===== src/rtl/mem_access_ctrl_pkg.sv =====
// Shared definitions for the MEM-stage memory access controller: FSM state
// encoding, access size codes, lane-select constants and the alignment helper.
package mem_access_ctrl_pkg;

  typedef enum logic [1:0] {
    StIdle  = 2'b00,
    StReq   = 2'b01,
    StDone  = 2'b10,
    StDrain = 2'b11
  } state_e;

  localparam logic [1:0] SZ_B = 2'b00;
  localparam logic [1:0] SZ_H = 2'b01;
  localparam logic [1:0] SZ_W = 2'b10;

  // Byte-enable patterns for lane 0; shifted by the address offset.
  localparam logic [3:0] LANE_B = 4'b0001;
  localparam logic [3:0] LANE_H = 4'b0011;
  localparam logic [3:0] LANE_W = 4'b1111;

  // Half needs addr[0]=0, word (and the 11 alias) needs addr[1:0]=00.
  function automatic logic is_misaligned(logic [1:0] size, logic [1:0] off);
    logic mis;
    case (size)
      SZ_B:    mis = 1'b0;
      SZ_H:    mis = off[0];
      default: mis = (off != 2'b00);
    endcase
    return mis;
  endfunction

endpackage


===== src/rtl/mem_access_ctrl_if.sv =====
// MEM-stage request/response and SRAM bus bundle. The controller takes the
// slave view; the pipeline/SRAM side (or a bench) takes the master view.
interface mem_access_ctrl_if;
  logic        req_valid;
  logic        req_we;
  logic [1:0]  req_size;
  logic        req_signed;
  logic [31:0] req_addr;
  logic [31:0] req_wdata;
  logic        stallreq;
  logic        resp_valid;
  logic [31:0] resp_rdata;
  logic        sram_req;
  logic [3:0]  sram_wen;
  logic [31:0] sram_addr;
  logic [31:0] sram_wdata;
  logic        sram_ack;
  logic [31:0] sram_rdata;
  logic        addr_err;

  modport slave (
    input  req_valid, req_we, req_size, req_signed, req_addr, req_wdata,
    input  sram_ack, sram_rdata,
    output stallreq, resp_valid, resp_rdata,
    output sram_req, sram_wen, sram_addr, sram_wdata, addr_err
  );

  modport master (
    output req_valid, req_we, req_size, req_signed, req_addr, req_wdata,
    output sram_ack, sram_rdata,
    input  stallreq, resp_valid, resp_rdata,
    input  sram_req, sram_wen, sram_addr, sram_wdata, addr_err
  );
endinterface


===== src/rtl/mem_lane_fmt.sv =====
// Combinational lane formatting: store byte enables and data replication,
// load lane select with zero/sign extension.
module mem_lane_fmt
  import mem_access_ctrl_pkg::*;
(
  input  logic        we_i,
  input  logic [1:0]  size_i,
  input  logic        signed_i,
  input  logic [1:0]  off_i,
  input  logic [31:0] wdata_i,
  input  logic [31:0] rdata_i,
  output logic [3:0]  wen_o,
  output logic [31:0] wdata_o,
  output logic [31:0] rdata_o
);

  logic [7:0]  byte_lane;
  logic [15:0] half_lane;

  // Decode size into enables, replicated store data and extended load data.
  always_comb begin
    byte_lane = rdata_i[{off_i, 3'b000} +: 8];
    half_lane = off_i[1] ? rdata_i[31:16] : rdata_i[15:0];
    wen_o     = LANE_W;
    wdata_o   = wdata_i;
    rdata_o   = rdata_i;
    case (size_i)
      SZ_B: begin
        wen_o   = LANE_B << off_i;
        wdata_o = {4{wdata_i[7:0]}};
        rdata_o = {{24{signed_i & byte_lane[7]}}, byte_lane};
      end
      SZ_H: begin
        wen_o   = LANE_H << {off_i[1], 1'b0};
        wdata_o = {2{wdata_i[15:0]}};
        rdata_o = {{16{signed_i & half_lane[15]}}, half_lane};
      end
      default: begin
        wen_o   = LANE_W;
        wdata_o = wdata_i;
        rdata_o = rdata_i;
      end
    endcase
    if (!we_i) begin
      wen_o = 4'b0000;
    end
  end

endmodule


===== src/rtl/mem_access_ctrl.sv =====
// MEM-stage load/store controller: latches one access, runs the SRAM
// request/ack handshake and returns formatted load data.
// Optional misaligned-access trap enabled by defining MEM_ALIGN_CHECK_EN.
module mem_access_ctrl
  import mem_access_ctrl_pkg::*;
(
  input  logic            clk,
  input  logic            rst,
  mem_access_ctrl_if.slave bus
);

  state_e      state_q, state_d;
  logic        we_q;
  logic [1:0]  size_q;
  logic        signed_q;
  logic [31:0] addr_q;
  logic [31:0] wdata_q;
  logic [31:0] rdata_q;
  logic        err_q;
  logic        err_d;
  logic        accept;

  logic [3:0]  fmt_wen;
  logic [31:0] fmt_wdata;
  logic [31:0] fmt_rdata;

`ifdef MEM_ALIGN_CHECK_EN
  assign err_d = is_misaligned(bus.req_size, bus.req_addr[1:0]);
`else
  assign err_d = 1'b0;
`endif

  assign accept = (state_q == StIdle) && bus.req_valid;

  mem_lane_fmt u_lane_fmt (
    .we_i     (we_q),
    .size_i   (size_q),
    .signed_i (signed_q),
    .off_i    (addr_q[1:0]),
    .wdata_i  (wdata_q),
    .rdata_i  (rdata_q),
    .wen_o    (fmt_wen),
    .wdata_o  (fmt_wdata),
    .rdata_o  (fmt_rdata)
  );

  // State, request registers (loaded only on accept) and captured read word.
  always_ff @(posedge clk) begin
    if (rst) begin
      state_q  <= StIdle;
      we_q     <= 1'b0;
      size_q   <= 2'b00;
      signed_q <= 1'b0;
      addr_q   <= 32'h0;
      wdata_q  <= 32'h0;
      rdata_q  <= 32'h0;
      err_q    <= 1'b0;
    end else begin
      state_q <= state_d;
      if (accept) begin
        we_q     <= bus.req_we;
        size_q   <= bus.req_size;
        signed_q <= bus.req_signed;
        addr_q   <= bus.req_addr;
        wdata_q  <= bus.req_wdata;
        err_q    <= err_d;
      end
      if ((state_q == StReq) && bus.sram_ack && !we_q) begin
        rdata_q <= bus.sram_rdata;
      end
    end
  end

  // Next state: a flushed request drains its SRAM access without responding.
  always_comb begin
    state_d = state_q;
    case (state_q)
      StIdle: begin
        if (bus.req_valid) begin
          state_d = err_d ? StDone : StReq;
        end
      end
      StReq: begin
        if (bus.sram_ack) begin
          state_d = bus.req_valid ? StDone : StIdle;
        end else if (!bus.req_valid) begin
          state_d = StDrain;
        end
      end
      StDone:  state_d = StIdle;
      StDrain: begin
        if (bus.sram_ack) begin
          state_d = StIdle;
        end
      end
      default: state_d = StIdle;
    endcase
  end

  // Outputs; everything but stallreq is forced quiet while rst is high.
  always_comb begin
    logic busy;
    logic done;
    busy = !rst && ((state_q == StReq) || (state_q == StDrain));
    done = !rst && (state_q == StDone);
    bus.stallreq   = bus.req_valid && (state_q != StDone);
    bus.sram_req   = busy;
    bus.sram_wen   = busy ? fmt_wen : 4'b0000;
    bus.sram_addr  = busy ? {addr_q[31:2], 2'b00} : 32'h0;
    bus.sram_wdata = busy ? fmt_wdata : 32'h0;
    bus.resp_valid = done;
    bus.addr_err   = done && err_q;
    bus.resp_rdata = (done && !we_q && !err_q) ? fmt_rdata : 32'h0;
  end

endmodule


===== src/flat_wrapper.sv =====
// flat-port wrapper written by rule: the top's interface ports become plain ports
module mem_access_ctrl_flat import mem_access_ctrl_pkg::*;
  (clk, rst, bus_req_valid, bus_req_we, bus_req_size, bus_req_signed, bus_req_addr, bus_req_wdata, bus_sram_ack, bus_sram_rdata, bus_stallreq, bus_resp_valid, bus_resp_rdata, bus_sram_req, bus_sram_wen, bus_sram_addr, bus_sram_wdata, bus_addr_err);
  mem_access_ctrl_if bus_i ();
  input  logic clk;
  input  logic rst;
  input wire logic [$bits(bus_i.req_valid)-1:0] bus_req_valid;
  input wire logic [$bits(bus_i.req_we)-1:0] bus_req_we;
  input wire logic [$bits(bus_i.req_size)-1:0] bus_req_size;
  input wire logic [$bits(bus_i.req_signed)-1:0] bus_req_signed;
  input wire logic [$bits(bus_i.req_addr)-1:0] bus_req_addr;
  input wire logic [$bits(bus_i.req_wdata)-1:0] bus_req_wdata;
  input wire logic [$bits(bus_i.sram_ack)-1:0] bus_sram_ack;
  input wire logic [$bits(bus_i.sram_rdata)-1:0] bus_sram_rdata;
  output wire logic [$bits(bus_i.stallreq)-1:0] bus_stallreq;
  output wire logic [$bits(bus_i.resp_valid)-1:0] bus_resp_valid;
  output wire logic [$bits(bus_i.resp_rdata)-1:0] bus_resp_rdata;
  output wire logic [$bits(bus_i.sram_req)-1:0] bus_sram_req;
  output wire logic [$bits(bus_i.sram_wen)-1:0] bus_sram_wen;
  output wire logic [$bits(bus_i.sram_addr)-1:0] bus_sram_addr;
  output wire logic [$bits(bus_i.sram_wdata)-1:0] bus_sram_wdata;
  output wire logic [$bits(bus_i.addr_err)-1:0] bus_addr_err;
  assign bus_i.req_valid = bus_req_valid;
  assign bus_i.req_we = bus_req_we;
  assign bus_i.req_size = bus_req_size;
  assign bus_i.req_signed = bus_req_signed;
  assign bus_i.req_addr = bus_req_addr;
  assign bus_i.req_wdata = bus_req_wdata;
  assign bus_i.sram_ack = bus_sram_ack;
  assign bus_i.sram_rdata = bus_sram_rdata;
  assign bus_stallreq = bus_i.stallreq;
  assign bus_resp_valid = bus_i.resp_valid;
  assign bus_resp_rdata = bus_i.resp_rdata;
  assign bus_sram_req = bus_i.sram_req;
  assign bus_sram_wen = bus_i.sram_wen;
  assign bus_sram_addr = bus_i.sram_addr;
  assign bus_sram_wdata = bus_i.sram_wdata;
  assign bus_addr_err = bus_i.addr_err;
  mem_access_ctrl u_core (.clk(clk), .rst(rst), .bus(bus_i));
endmodule

===== config.mk =====
export PLATFORM = sky130hd
export DESIGN_NAME = mem_access_ctrl_flat
export DESIGN_NICKNAME = d
export VERILOG_FILES = /design/src/rtl/mem_access_ctrl_pkg.sv /design/src/rtl/mem_access_ctrl_if.sv /design/src/rtl/mem_lane_fmt.sv /design/src/rtl/mem_access_ctrl.sv /design/src/flat_wrapper.sv
export SDC_FILE = /design/constraint.sdc
export NUM_CORES = 1
export LEC_CHECK = 0
export ABC_AREA = 1
export BUFFER_PORTS_ARGS = -buffer_cell sky130_fd_sc_hd__buf_2
export CORE_ASPECT_RATIO = 1.2
export CORE_UTILIZATION = 40
export DETAILED_ROUTE_END_ITERATION = 16
export MAX_ROUTING_LAYER = met4
export PLACE_DENSITY = 0.62
export SLEW_MARGIN = 20
export SYNTH_ARGS = -nofsm -noshare
export SYNTH_HDL_FRONTEND = slang
export SYNTH_HIERARCHICAL = 1
export SYNTH_SLANG_ARGS = --single-unit

===== constraint.sdc =====
create_clock -name clk -period 3 [get_ports clk]
set_clock_uncertainty 0.2 [all_clocks]
set_input_delay 0.6 -clock clk [delete_from_list [all_inputs] [get_ports clk]]
set_output_delay 0.6 -clock clk [all_outputs]
set_load 0.02 [all_outputs]

# After elaboration in Yosys (flattened, before gate mapping)
# Index checks and enable logic that the tools add are counted.
[classes]
add_sub_neg = 0
multipliers = 0
div = 0
magnitude_cmp = 0
n_eq_ne = 8
shifts = 3
mux = 15
bitwise = 2
n_reduce_logical = 13
[op_table]
columns = ["cell", "count"]
rows = [
  ["32-bit one-hot mux with 2 select lines", 2],
  ["32-bit two-way mux", 3],
  ["32-bit by 6-bit indexed part select with 8-bit output", 1],
  ["16-bit two-way mux", 1],
  ["2-bit two-way mux", 5],
  ["4-bit two-way mux", 2],
  ["2-bit one-hot mux with 4 select lines", 1],
  ["4-bit one-hot mux with 2 select lines", 1],
  ["1-bit logical AND", 7],
  ["2-bit inequality test, second input constant", 3],
  ["2-bit by 1-bit == test with 1-bit output, second input constant", 2],
  ["2-bit == test, second input constant", 2],
  ["2-bit logical NOT", 2],
  ["1-bit by 2-bit << shifter with 4-bit output, first input constant", 1],
  ["2-bit by 2-bit << shifter with 4-bit output, first input constant", 1],
  ["3-bit inequality test, second input constant", 1],
  ["3-bit AND reduction", 1],
  ["1-bit bitwise AND", 2],
  ["1-bit logical NOT", 2],
  ["1-bit logical OR", 1],
]
[totals]
reg_bits = 102
latchBits = 0
mem_bits_rw = 0
rom_bits = 0
inputBits = 104
elab_cells = 48
n_memories = 0

# Longest topological paths before layout
[depth]
ltp_word = 4
depth_mapped = 11
ltp_nobuf = 10

# By module
# Netlist, hierarchy kept.
[modules_own_cells]
columns = ["module", "instances", "cells_each", "area_each_um2", "seq_area_each_um2"]
rows = [
  ["mem_access_ctrl", 1, 877, 5193.7, 2042.0],
  ["mem_lane_fmt", 1, 231, 1127.3, 0.0],
]

# Worst setup path before layout
# Ideal clock, no wire load.
[synth_path]
kind = "input to output"
from = "input rst"
to = "output bus_resp_rdata[10]"
t_arrival_ps = 1651
required_time_ps = 2200
setup_slack_ps = 549
stages = 4
path_buffers = 1
path_cell_list = "nor3_2 > nand2_1 > clkbuf_1 > nor2_1"
[synth_between]
elab_chain_cells = 4
[synth_rtl]
columns = ["element", "line_no", "rtl"]
rows = [
  ["start: declaration", "flat_wrapper.sv:6", "input logic rst;"],
  ["1-bit logical NOT", "mem_access_ctrl.sv:105", "done = !rst && (state_q == StDone);"],
  ["1-bit logical AND", "mem_access_ctrl.sv:105", ""],
  ["1-bit logical AND", "mem_access_ctrl.sv:113", "bus.resp_rdata = (done && !we_q && !err_q) ? fmt_rdata : 32'h0;"],
  ["32-bit two-way mux", "mem_access_ctrl.sv:113", ""],
  ["end: declaration", "flat_wrapper.sv:17", "output wire logic [$bits(bus_i.resp_rdata)-1:0] bus_resp_rdata;"],
]
# Every way passes these cells.

# Final worst setup path
[layout_path]
from = "register u_core.size_q[1]"
to = "output bus_resp_rdata[0]"
[layout_between]
elab_chain_cells = 3
elab_cells_between_ends = 4
[layout_rtl]
columns = ["element", "line_no", "rtl"]
rows = [
  ["start: declaration", "mem_access_ctrl.sv:14", "logic [1:0] size_q;"],
  ["start signal: assignment", "mem_access_ctrl.sv:62", "size_q <= bus.req_size;"],
  ["2-bit by 1-bit == test with 1-bit output / 2-bit logical NOT (equally long branches)", "mem_lane_fmt.sv:27", "case (size_i)"],
  ["32-bit one-hot mux with 2 select lines (*)", "mem_lane_fmt.sv:27", ""],
  ["via u_core.fmt_rdata[0]", "mem_access_ctrl.sv:25", "logic [31:0] fmt_rdata;"],
  ["32-bit two-way mux (*)", "mem_access_ctrl.sv:113", ""],
]
# Mark *: on every way through the listed nets, which the timed path passes. The rest lies on a longest branch.

==> out/results.txt <==
Count leader, synth: nor2_1
Initial antenna violation count: 2
# fillers: 1771
Clock power frac: 0.341
Worst Max-Slew Pin Slew: 1049 ps
Worst EP arrival: 1960 ps
Ranking of synthesized cells by area: dfxtp_1, nor2_1, nand2_1
Synth Area in Compound Gates: 0.04929
Met1 Resource Use GR: 0.2741
Fin nets: 1362
Synthesis-to-finish area growth: 21.02%
First-pass iteration count of the detailed router: 5
Register share of total power: 0.439
Die Area: 0.01631 mm²
Clk Latency, worst-skew pair: 350 ps
Yosys top cell area share: 0.3230
Psw: 1.155 mW
Vias in the first global route: 6015
CP max FO: 12
Fraction of the yosys area taken by sequential cells: 0.3230
Slowest CP cell: dfxtp_1
Rel. slew slack: 0.3009
Post CTS Setup Buffer Count: 0
Routing usage on met2: 0.4030
Setup TNS Final: 0 ps
Synth Area in Adders: 0
Mux share of post-synthesis cell area: 0
CP Class: reg -> out
Status: finished, final reports clean
Max-cap violation count: 0
Leakage: 4.222 nW
First-pass GRT wire length: 29370 µm
Synth warnings: 6
Final GP Congestion: 0.8964
CTS Buffer Depth: 2
Flops & latches, synth: 102
Worst VDD drop: 0.2718 mV
CTS root buf: clkbuf_16
GR Layer Usage met3: 0.04617
Crit path required time: 2200 ps
Crit. End Element: output port
Tmin final: 2758 ps
H-tree depth: 3
Iter 0 DRT Violations: 446
GRT Max-Usage Layer: met2
Min-delay worst type: reg -> reg
TritonCTS Sinks: 102
IO Port Bufs: 204
Fin crit share: 0.9192
Cells after Synth: 1108
Combinational power share: 0.220
F_max: 362.6 MHz
Synth area leader: dfxtp_1
CP peak stage delay: 450 ps
Largest net degree at the start of global routing: 102
Top post-synthesis cells by count: nor2_1, nand2_1, inv_1
CTS buffer count: 9
# resized after CTS: 0
Crit start category: flop
Tot GR Track Use: 0.2350
Internal power: 2.408 mW
EDFF count, synth: 0
Die outline width: 116.8 µm
IO Pins: 208
PwrDens: 465.7 mW/mm²
Setup-failing EPs final: 0
Top cell by count, worst path: inv_2
Wirelength per Cell: 12.45 µm
Share of flip-flops with an asynchronous set or reset: 0
Total gr overflow: 0
Cell Area, Synth: 0.006321 mm²
Largest family of logic cells by synthesized area: simple AND/OR/NAND/NOR gates
Final WL: 18290 µm
Synth cell types: 27
CTS hold repair buffers: 0
Hold_ws: 270.4 ps
Avg Cell Area, Syn: 5.705 µm²
Post-synth top flop: dfxtp_1
Post-Synth XOR/XNOR Area: 0
Clk pin slew, worst setup/hold paths: 80 ps
DR DRC count: 0
Simple-Gate Fraction of Synth Area: 0.4295
Worst path cell trace: inv_4 > nand2_4 > nor2_8 > inv_2 > nand2_2 > inv_2 > nand2_1 > nand3_1 > inv_1 > nor2_1 > buf_2
CTS tree: done
Unrepaired setup endpoints after global routing: no
Starting Density: 0.4157
Die H: 139.7 µm
Core area: 0.01520 mm²
Share of cells above drive strength 1: 0.2035
Final hold vios: 0
Antenna violation net count after detailed routing: 0
DPL Wire Length: 13000 µm
Row cnt: 49
Switching part of the total: 0.3242
Via count: 6668
Vias per Instance: 4.539
Max Transition Viols Final: 0
[worst max-delay path, delay by kind of cell (launching register included)]
| family | cells | cell delay (ps) |
|---|---|---|
| buf+inv | 5 | 580 |
| flops | 1 | 450 |
| simple gates | 6 | 580 |
[registers in the layout, summed over array words and instances (netlist names)]
name,flops
u_core/addr_q,32
u_core/rdata_q,32
u_core/signed_q,1
u_core/size_q,2
u_core/state_q,2
u_core/wdata_q,32
u_core/we_q,1
[final timing paths]
kind                      start                  to  slack, ps  cells after the start
min reg2reg  u_core/wdata_q[22]  u_core/wdata_q[22]        270                      2
max reg2reg   u_core/state_q[0]  u_core/rdata_q[30]       1120                      6
max            u_core/size_q[1]   bus_resp_rdata[0]        240                     11
min          u_core/wdata_q[22]  u_core/wdata_q[22]        270                      2
[per-stage QoR]
stage	util	instances	setup WS, ps	power [mW]	area (µm²)
final	0.5031	1469	242.4	3.563	7650
after global routing	0.5031	1469	107.1	3.778	7650
after CTS	0.5028	1467	220.0	3.604	7645
after detailed placement	0.4828	1451	600.6	2.384	7341
after global placement	0.4828	1451	613.3	2.378	7341
after floorplan	-	1110	548.8	2.153	6329
[power groups by stage]
stage | combinational (mW) | clock (mW) | sequential [mW]
after floorplan | 0.593 | 0 | 1.56
after CTS | 0.792 | 1.25 | 1.56
after global routing | 0.897 | 1.30 | 1.58
after global placement | 0.785 | 0 | 1.59
final | 0.785 | 1.21 | 1.56
after detailed placement | 0.789 | 0 | 1.60
[routing by layer]
layer / share of wire / vias to the layer above
li1: - / 3571
met1: 0.43 / 2902
met2: 0.51 / 173
met3: 0.052 / 22
met4: 0.017 / 0
met5: 0 / -
[cells in the final DEF (no fill, tap or decap), drive strengths merged]
cell type,netlist,final
nor2,274,274
nand2,225,225
inv,218,220
buf,53,217
nand3,151,151
dfxtp,102,102
a21oi,32,32
o21ai,12,12
clkbuf,27,10
o211ai,7,7
conb,1,3
diode,0,2
a21boi,2,2
a31oi,2,2
clkinv,0,2
bufinv,0,1
clkinvlp,0,1
nor3,1,1
a211oi,1,1
[cells by family (layout without fill, tap and decap cells)]
family,count (synthesis),count (layout)
AND/OR/NAND/NOR,651,651
buffers and inverters,298,451
flip-flops,102,102
AO/OA/AOI/OAI,56,56
other,1,5
[layout make-up]
cell class              instances  area (µm²)  area share
repair buffers                217        1169      0.1528
well taps                     204       255.2     0.03337
inverters                     218       822.0      0.1075
multi-input cells             710        3053      0.3991
diodes                          2       5.005   0.0006542
clock buffers                  10       229.0     0.02993
flip-flops and latches        102        2042      0.2669
clock inverters                 6       75.07    0.009814
Power figures use the tool's default switching activity.
